===== src/rtl/fetch_unit_if.sv =====
// Program-memory read port of the fetch stage: request/address out, ack/data back.
interface fetch_unit_if #(
  parameter int ADDR_WIDTH = 8,
  parameter int WORD_WIDTH = 16
);
  logic                  mem_req;
  logic [ADDR_WIDTH-1:0] mem_addr;
  logic                  mem_ack;
  logic [WORD_WIDTH-1:0] mem_rdata;

  modport master (output mem_req, mem_addr, input mem_ack, mem_rdata);
  modport slave  (input mem_req, mem_addr, output mem_ack, mem_rdata);
endinterface


===== src/rtl/fetch_unit.sv =====
// Instruction fetch stage: owns the PC, reads program memory, decodes IR fields.
// Optional abort of stalled reads is enabled with `define FETCH_TIMEOUT_EN.
//
// state | meaning
// IDLE  | no read outstanding; IR and instr_valid hold the last result
// WAIT  | read issued, mem_req held until mem_ack (or timeout abort)
module fetch_unit #(
  parameter int ADDR_WIDTH     = 8,
  parameter int WORD_WIDTH     = 16,
  parameter int TIMEOUT_CYCLES = 15
) (
  input  logic                  clk,
  input  logic                  reset,
  input  logic                  fetch_go,
  input  logic                  pc_next,
  input  logic                  pc_load,
  input  logic [ADDR_WIDTH-1:0] pc_target,
  fetch_unit_if.master          mem,
  output logic                  busy,
  output logic                  instr_valid,
  output logic [3:0]            opcode,
  output logic [3:0]            reg_a,
  output logic [3:0]            reg_b,
  output logic [3:0]            reg_c,
  output logic [7:0]            big_val,
  output logic [ADDR_WIDTH-1:0] pc,
  output logic                  fetch_err
);

  if (WORD_WIDTH != 16 || TIMEOUT_CYCLES < 1) begin : g_param_check
    $error("fetch_unit: field layout needs WORD_WIDTH=16 and TIMEOUT_CYCLES>=1");
  end

  typedef enum logic {IDLE, WAIT} state_t;

  state_t                state_q, state_nxt;
  logic                  req_q, req_nxt;
  logic [ADDR_WIDTH-1:0] addr_q, addr_nxt;
  logic                  busy_q, busy_nxt;
  logic                  valid_q, valid_nxt;
  logic [WORD_WIDTH-1:0] ir_q, ir_nxt;
  logic [ADDR_WIDTH-1:0] pc_q, pc_nxt;

`ifdef FETCH_TIMEOUT_EN
  localparam int CW = $clog2(TIMEOUT_CYCLES + 1);
  localparam logic [CW-1:0] TMO_LAST = CW'(TIMEOUT_CYCLES - 1);
  logic [CW-1:0] cnt_q, cnt_nxt;
  logic          err_q, err_nxt;
`endif

  always_ff @(posedge clk or posedge reset) begin
    if (reset) begin
      state_q <= IDLE;
      req_q   <= 1'b0;
      addr_q  <= '0;
      busy_q  <= 1'b0;
      valid_q <= 1'b0;
      ir_q    <= '0;
      pc_q    <= '0;
`ifdef FETCH_TIMEOUT_EN
      cnt_q   <= '0;
      err_q   <= 1'b0;
`endif
    end else begin
      state_q <= state_nxt;
      req_q   <= req_nxt;
      addr_q  <= addr_nxt;
      busy_q  <= busy_nxt;
      valid_q <= valid_nxt;
      ir_q    <= ir_nxt;
      pc_q    <= pc_nxt;
`ifdef FETCH_TIMEOUT_EN
      cnt_q   <= cnt_nxt;
      err_q   <= err_nxt;
`endif
    end
  end

  always_comb begin
    state_nxt = state_q;
    req_nxt   = req_q;
    addr_nxt  = addr_q;
    busy_nxt  = busy_q;
    valid_nxt = valid_q;
    ir_nxt    = ir_q;
`ifdef FETCH_TIMEOUT_EN
    cnt_nxt   = cnt_q;
    err_nxt   = err_q;
`endif
    case (state_q)
      IDLE: begin
        // Address is captured from the pre-update PC, so a same-edge jump cannot disturb it.
        if (fetch_go) begin
          addr_nxt  = pc_q;
          req_nxt   = 1'b1;
          busy_nxt  = 1'b1;
          valid_nxt = 1'b0;
          state_nxt = WAIT;
`ifdef FETCH_TIMEOUT_EN
          cnt_nxt   = '0;
          err_nxt   = 1'b0;
`endif
        end
      end
      WAIT: begin
        if (mem.mem_ack) begin
          ir_nxt    = mem.mem_rdata;
          valid_nxt = 1'b1;
          req_nxt   = 1'b0;
          busy_nxt  = 1'b0;
          state_nxt = IDLE;
        end
`ifdef FETCH_TIMEOUT_EN
        else if (cnt_q == TMO_LAST) begin
          req_nxt   = 1'b0;
          busy_nxt  = 1'b0;
          err_nxt   = 1'b1;
          state_nxt = IDLE;
        end else begin
          cnt_nxt   = cnt_q + 1'b1;
        end
`endif
      end
      default: state_nxt = IDLE;
    endcase

    if (pc_load)      pc_nxt = pc_target;
    else if (pc_next) pc_nxt = pc_q + 1'b1;
    else              pc_nxt = pc_q;
  end

  assign mem.mem_req  = req_q;
  assign mem.mem_addr = addr_q;
  assign busy         = busy_q;
  assign instr_valid  = valid_q;
  assign pc           = pc_q;
  assign opcode       = ir_q[15:12];
  assign reg_a        = ir_q[11:8];
  assign reg_b        = ir_q[7:4];
  assign reg_c        = ir_q[3:0];
  assign big_val      = ir_q[7:0];

`ifdef FETCH_TIMEOUT_EN
  assign fetch_err = err_q;
`else
  assign fetch_err = 1'b0;
`endif

endmodule


===== src/flat_wrapper.sv =====
// flat-port wrapper written by rule: the top's interface ports become plain ports
module fetch_unit_flat 
#(
  parameter int ADDR_WIDTH     = 8,
  parameter int WORD_WIDTH     = 16,
  parameter int TIMEOUT_CYCLES = 15
)
  (clk, reset, fetch_go, pc_next, pc_load, pc_target, busy, instr_valid, opcode, reg_a, reg_b, reg_c, big_val, pc, fetch_err, mem_mem_req, mem_mem_addr, mem_mem_ack, mem_mem_rdata);
  fetch_unit_if #(.ADDR_WIDTH(ADDR_WIDTH), .WORD_WIDTH(WORD_WIDTH)) mem_i ();
  input  logic clk;
  input  logic reset;
  input  logic fetch_go;
  input  logic pc_next;
  input  logic pc_load;
  input  logic [ADDR_WIDTH-1:0] pc_target;
  output logic busy;
  output logic instr_valid;
  output logic [3:0] opcode;
  output logic [3:0] reg_a;
  output logic [3:0] reg_b;
  output logic [3:0] reg_c;
  output logic [7:0] big_val;
  output logic [ADDR_WIDTH-1:0] pc;
  output logic fetch_err;
  output wire logic [$bits(mem_i.mem_req)-1:0] mem_mem_req;
  output wire logic [$bits(mem_i.mem_addr)-1:0] mem_mem_addr;
  input wire logic [$bits(mem_i.mem_ack)-1:0] mem_mem_ack;
  input wire logic [$bits(mem_i.mem_rdata)-1:0] mem_mem_rdata;
  assign mem_mem_req = mem_i.mem_req;
  assign mem_mem_addr = mem_i.mem_addr;
  assign mem_i.mem_ack = mem_mem_ack;
  assign mem_i.mem_rdata = mem_mem_rdata;
  fetch_unit #(.ADDR_WIDTH(ADDR_WIDTH), .WORD_WIDTH(WORD_WIDTH), .TIMEOUT_CYCLES(TIMEOUT_CYCLES)) u_core (.clk(clk), .reset(reset), .fetch_go(fetch_go), .pc_next(pc_next), .pc_load(pc_load), .pc_target(pc_target), .mem(mem_i), .busy(busy), .instr_valid(instr_valid), .opcode(opcode), .reg_a(reg_a), .reg_b(reg_b), .reg_c(reg_c), .big_val(big_val), .pc(pc), .fetch_err(fetch_err));
endmodule

===== config.mk =====
export PLATFORM = sky130hd
export DESIGN_NAME = fetch_unit_flat
export DESIGN_NICKNAME = d
export VERILOG_FILES = /design/src/rtl/fetch_unit_if.sv /design/src/rtl/fetch_unit.sv /design/src/flat_wrapper.sv
export SDC_FILE = /design/constraint.sdc
export NUM_CORES = 1
export LEC_CHECK = 0
export ABC_CLOCK_PERIOD_IN_PS = 1480
export BUFFER_PORTS_ARGS = -buffer_cell sky130_fd_sc_hd__buf_2
export CORE_AREA = 2 2 69 55
export CTS_BUF_LIST = sky130_fd_sc_hd__clkbuf_4 sky130_fd_sc_hd__clkbuf_8
export DETAILED_ROUTE_END_ITERATION = 10
export DIE_AREA = 0 0 71 57
export PLACE_DENSITY = 0.87
export SETUP_SLACK_MARGIN = 0.05
export SYNTH_ARGS = -nofsm -noshare
export SYNTH_HDL_FRONTEND = slang
export SYNTH_SLANG_ARGS = --single-unit

===== constraint.sdc =====
create_clock -name clk -period 1.48 [get_ports clk]
set_input_delay 0.222 -clock clk [delete_from_list [all_inputs] [get_ports clk]]
set_output_delay 0.222 -clock clk [all_outputs]
set_load 0.01 [all_outputs]

# ---- Word level (Yosys, flattened, before mapping)
# Index checks and enable logic that the tools add are counted.
dict set report totals {
  regBits 35
  out_inout_bits 44
  elab_cells 25
}
dict set report op_classes {
  addsub 1
  n_bitwise 1
  reduce_logical 4
  eq_ne 2
  mux 11
}
# cell n
set ops {}
lappend ops {{$mux 8} 2}
lappend ops {{$add 8x1->8 const B} 1}
lappend ops {{$mux 1} 6}
lappend ops {{$pmux 1 s2} 3}
lappend ops {{$reduce_and 2->1} 3}
lappend ops {{$ne 2x2->1 const B} 2}
lappend ops {{$reduce_bool 2->1} 1}
lappend ops {{$not 1->1} 1}

# ---- Longest topological paths before layout
dict set report logic_depth {
  word_depth 3
  mapped_depth 4
}

# ---- Worst setup path after synthesis
# No wires, ideal clock.
dict set report synth_timing {
  path_type {flip-flop to flip-flop}
  from {register u_core.pc_q[0] (netlist: u_core.pc[0])}
  to {register u_core.pc_q[6] (netlist: u_core.pc[6])}
  path_slack_ns 0.206
  period_less_slack_ns 1.274
  required_time_ns 1.411
  setup_time_ns 0.069
  path_stages_with_launch 5
  arrival_time_ns 1.205
  path_buffers 0
  path_cell_list {dfrtp_1 ha_1 nand3_1 or4_1 nand3_1}
}
dict set report synth_via {
  elab_chain_cells 3
}
# element line_no
set synth_rtl {}
lappend synth_rtl {{start: declaration} fetch_unit.sv:42} ;# logic [ADDR_WIDTH-1:0] pc_q, pc_nxt;
lappend synth_rtl {{start signal: assignment} fetch_unit.sv:71} ;# pc_q <= pc_nxt;
lappend synth_rtl {{$add 8x1->8} fetch_unit.sv:128} ;# else if (pc_next) pc_nxt = pc_q + 1'b1;
lappend synth_rtl {{$mux 8} fetch_unit.sv:128}
lappend synth_rtl {{$mux 8} fetch_unit.sv:127} ;# if (pc_load) pc_nxt = pc_target;
# No other way between the ends. The select of a mux whose other input is x is not followed.
# A chain may end at the register's enable or synchronous reset.

# ---- Worst setup path after layout
# Ends and elaborated chain as after synthesis.

==> impl_results.md <==
- Final worst path period need: 1.33 ns
- Max incr delay on CP: 0.43 ns
- Most frequent cell after synthesis: dfrtp_1
- Cell accounting for the most synthesized area: dfrtp_1
- Vias in the first global route: 1083
- Fillcell total: 306
- Async set-reset flop share out of synthesis: 100%
- WHS: 0.0365 ns
- Number of cells on the critical path: 4
- Avg Vias per Cell: 4.85
- Largest family of logic cells by synthesized area: multiplexers
- Die span in x: 71 um
- Reg2reg path depth: 4
- Crit-path most repeated cell: nand3_1
- First-pass GRT wire length: 4.73 mm
- Worst setup EP type: flip-flop
- PortBufs: 72
- Site Rows: 19
- RSZ-0062 raised after global routing: no
- Clock buffer depth: 2
- Share of cells above drive strength 1: 56.8%
- Largest cells by area after synthesis: dfrtp_1 (58%), mux2_2 (17%), buf_4 (5.4%)
- VDD IR max: 725 uV
- Post-Synth Adder-Cell Area: 0.825%
- Total CTS buffers: 5
- Mux contribution to synthesized area: 18.5%
- R2r endpoint: u_core.pc[6]
- LEAKAGE: 0.000959 uW
- H-tree Lvls: 2
- Max-Cap Viols: 0
- Initial antenna violation count: 0
- R2R setup slack: 0.15 ns
- Seq pwr share: 49.1%
- WL final: 2.86 mm
- Routability cong.: 0.787
- Worst r2r src: u_core.pc[0]
- Initial drt markers: 51
- Primary FF master, synth: dfrtp_1
- Synth warnings: 0
- Fmax: 753 MHz
- Worst-Skew Late Latency: 0.27 ns
- Post-DRT Antenna Nets: 0
- Type of the tightest min-delay check: in -> async
- Gr usage total: 15.1%
- Final Setup Violations: 0
- Postcts setup bufs: 0
- Initial Util: 44.0%
- Setup WS post-layout: 0.152 ns
- HPWL after DPL: 2.16 mm
- First-pass iteration count of the detailed router: 4
- Top Family by Delay on Critical Path: simple AND/OR/NAND/NOR gates
- Placed Instances: 221
- Synth-to-Final Area Change: 26.7%
- Die area: 4050 um^2
- Syn nets: 151
- Final std cells w/o fill: 227
- Period utilization: 89.7%
- Simple-gate portion of the synthesized area: 9.57%
- Critical Path Fanout Max: 5
- Pin count of the biggest net entering global routing: 36
- Compound-Gate Fraction of Synth Area: 3.96%
- # resized after CTS: 0
- Clk_skew: 0.00228 ns
- Final TNS setup: 0 ns
- Commonest cells in the netlist: dfrtp_1 (35), mux2_2 (23), buf_4 (11), nand2_1 (10), o21ai_0 (8)
- Nets: 217
- TritonCTS clock tree: yes
- DP Worst Slack: 0.181 ns
- Gate power share: 27.6%
- WP buf/inv: 0
- Antenna Cells: 0
- Switching share of power: 29.1%
- Outcome: completed
- Power Density: 1370 nW/um^2
- Total congestion overflow: 0
- Data required, critical path: 1.69 ns
- Syn Area/Cell: 12.6 um^2
- Clock network power share: 23.3%
- CTS Root Cell: clkbuf_8
- Mapped Area: 1520 um^2
- Max-slew violations: 0
- Int Power: 1870 uW
- Hold Fails Final Rpt: 0
- Number of cells produced by synthesis: 120
- EDFF count, synth: 0
- IO Pins: 74
- CORE AREA: 3450 um^2
- DIE HEIGHT: 57 um
- Sequential share of the synthesized area: 57.8%
- DRC violations left: 0
- Slowest-stage cell, CP: dfrtp_1
- Post-cts hold buffer count: 0
- Post-synth cell types: 23
- Per-cell routed wire length: 12.6 um
- Via count: 1102
- Post-synthesis register bit count: 35
- Psw: 769 uW
- Top cell type's share of synthesized area: 57.8%
- Crit path launch type: flip-flop
- Crit path kind: reg -> reg
- Sink Count: 35
- Clock transition at the registers of the reported paths: 0.06 ns
- XOR/XNOR Fraction of Synth Area: 2.31%
- Worst EP arrival: 1.54 ns
- Cell Chain, Critical Path: ha_1 -> nand3_1 -> or4_1 -> nand3_1
## worst max path at each step
| stage | startpoint | to | slack, ns |
|---|---|---|---|
| 2_1_floorplan | u_core.pc[0] | u_core.pc[6] | 0.21 |
| 3_3_place_gp | u_core.pc[0] | u_core.pc[6] | 0.19 |
| 3_5_place_dp | u_core.pc[0] | u_core.pc[6] | 0.18 |
| 4_1_cts | u_core.pc[0] | u_core.pc[6] | 0.16 |
| 5_1_grt | u_core.pc[0] | u_core.pc[6] | 0.06 |
| 6_report | u_core.pc[0] | u_core.pc[6] | 0.15 |
## per-stage QoR
stage	cell area, um^2	util [%]	total power (uW)
2_1_floorplan	1520	-	1780
3_3_place_gp	1840	53.5	2030
3_5_place_dp	1840	53.5	2060
4_1_cts	1920	55.7	2690
5_1_grt	1920	55.7	2810
6_report	1920	55.7	2640
## tightest hold or removal path, delay by kind of cell
family / cells / cell delay [ns]
buffers and inverters: 3 / 0.51
## sequential cells by signal, summed over array words and instances, names as in the netlist
signal and flops:
u_core.instr_valid 1, u_core.ir_q 16, u_core.mem.mem_addr 8, u_core.mem.mem_req 1
u_core.pc 8, u_core.state_q 1
## power by group through the flow
stage | registers [uW] | logic, uW | clock network, uW
floorplan | 1410 | 378 | 0
global placement | 1310 | 723 | 0
detailed placement | 1320 | 744 | 0
CTS | 1300 | 744 | 641
global route | 1330 | 792 | 685
finish | 1300 | 729 | 614
## cells by family after synthesis
family | count (synthesis)
AND/OR/NAND/NOR | 27
multiplexers | 25
XOR/XNOR | 4
other | 1
buffers and inverters | 16
adder cells (fa/ha/maj) | 1
flip-flops | 35
AO/OA/AOI/OAI | 11
## cells in the final DEF, fill, tap and decap left out, drive strengths merged
| cell | n |
|---|---|
| a21oi | 1 |
| buf | 74 |
| clkbuf | 6 |
| conb | 1 |
| dfrtp | 35 |
| ha | 1 |
| inv | 1 |
| mux2 | 24 |
| mux2i | 1 |
| nand2 | 11 |
| nand3 | 5 |
| nand4 | 3 |
| nor2 | 1 |
| nor2b | 4 |
| o21a | 2 |
| o21ai | 8 |
| or4 | 3 |
| xnor2 | 1 |
| xor2 | 3 |
## per-layer routing
metal | track usage, % | wire length, um | share of wire (%) | vias to the layer above
met5 | 0 | 0 | 0 | -
met4 | 5.66 | 27 | 0.94 | 0
li1 | - | - | - | 533
met3 | 4.77 | 157 | 5.5 | 2
met2 | 26.0 | 1420 | 50 | 40
met1 | 17.8 | 1250 | 44 | 527
## layout make-up
class                      count  area, um^2  area share, %
inverter                       1        3.75          0.195
multi-input combinational     69         537           27.9
sequential                    35         876           45.6
clock buffer                   6        76.3           3.97
timing repair buffer          74         375           19.5
tap                           42        52.6           2.74
Note: power is estimated with default switching activity, not from simulation.
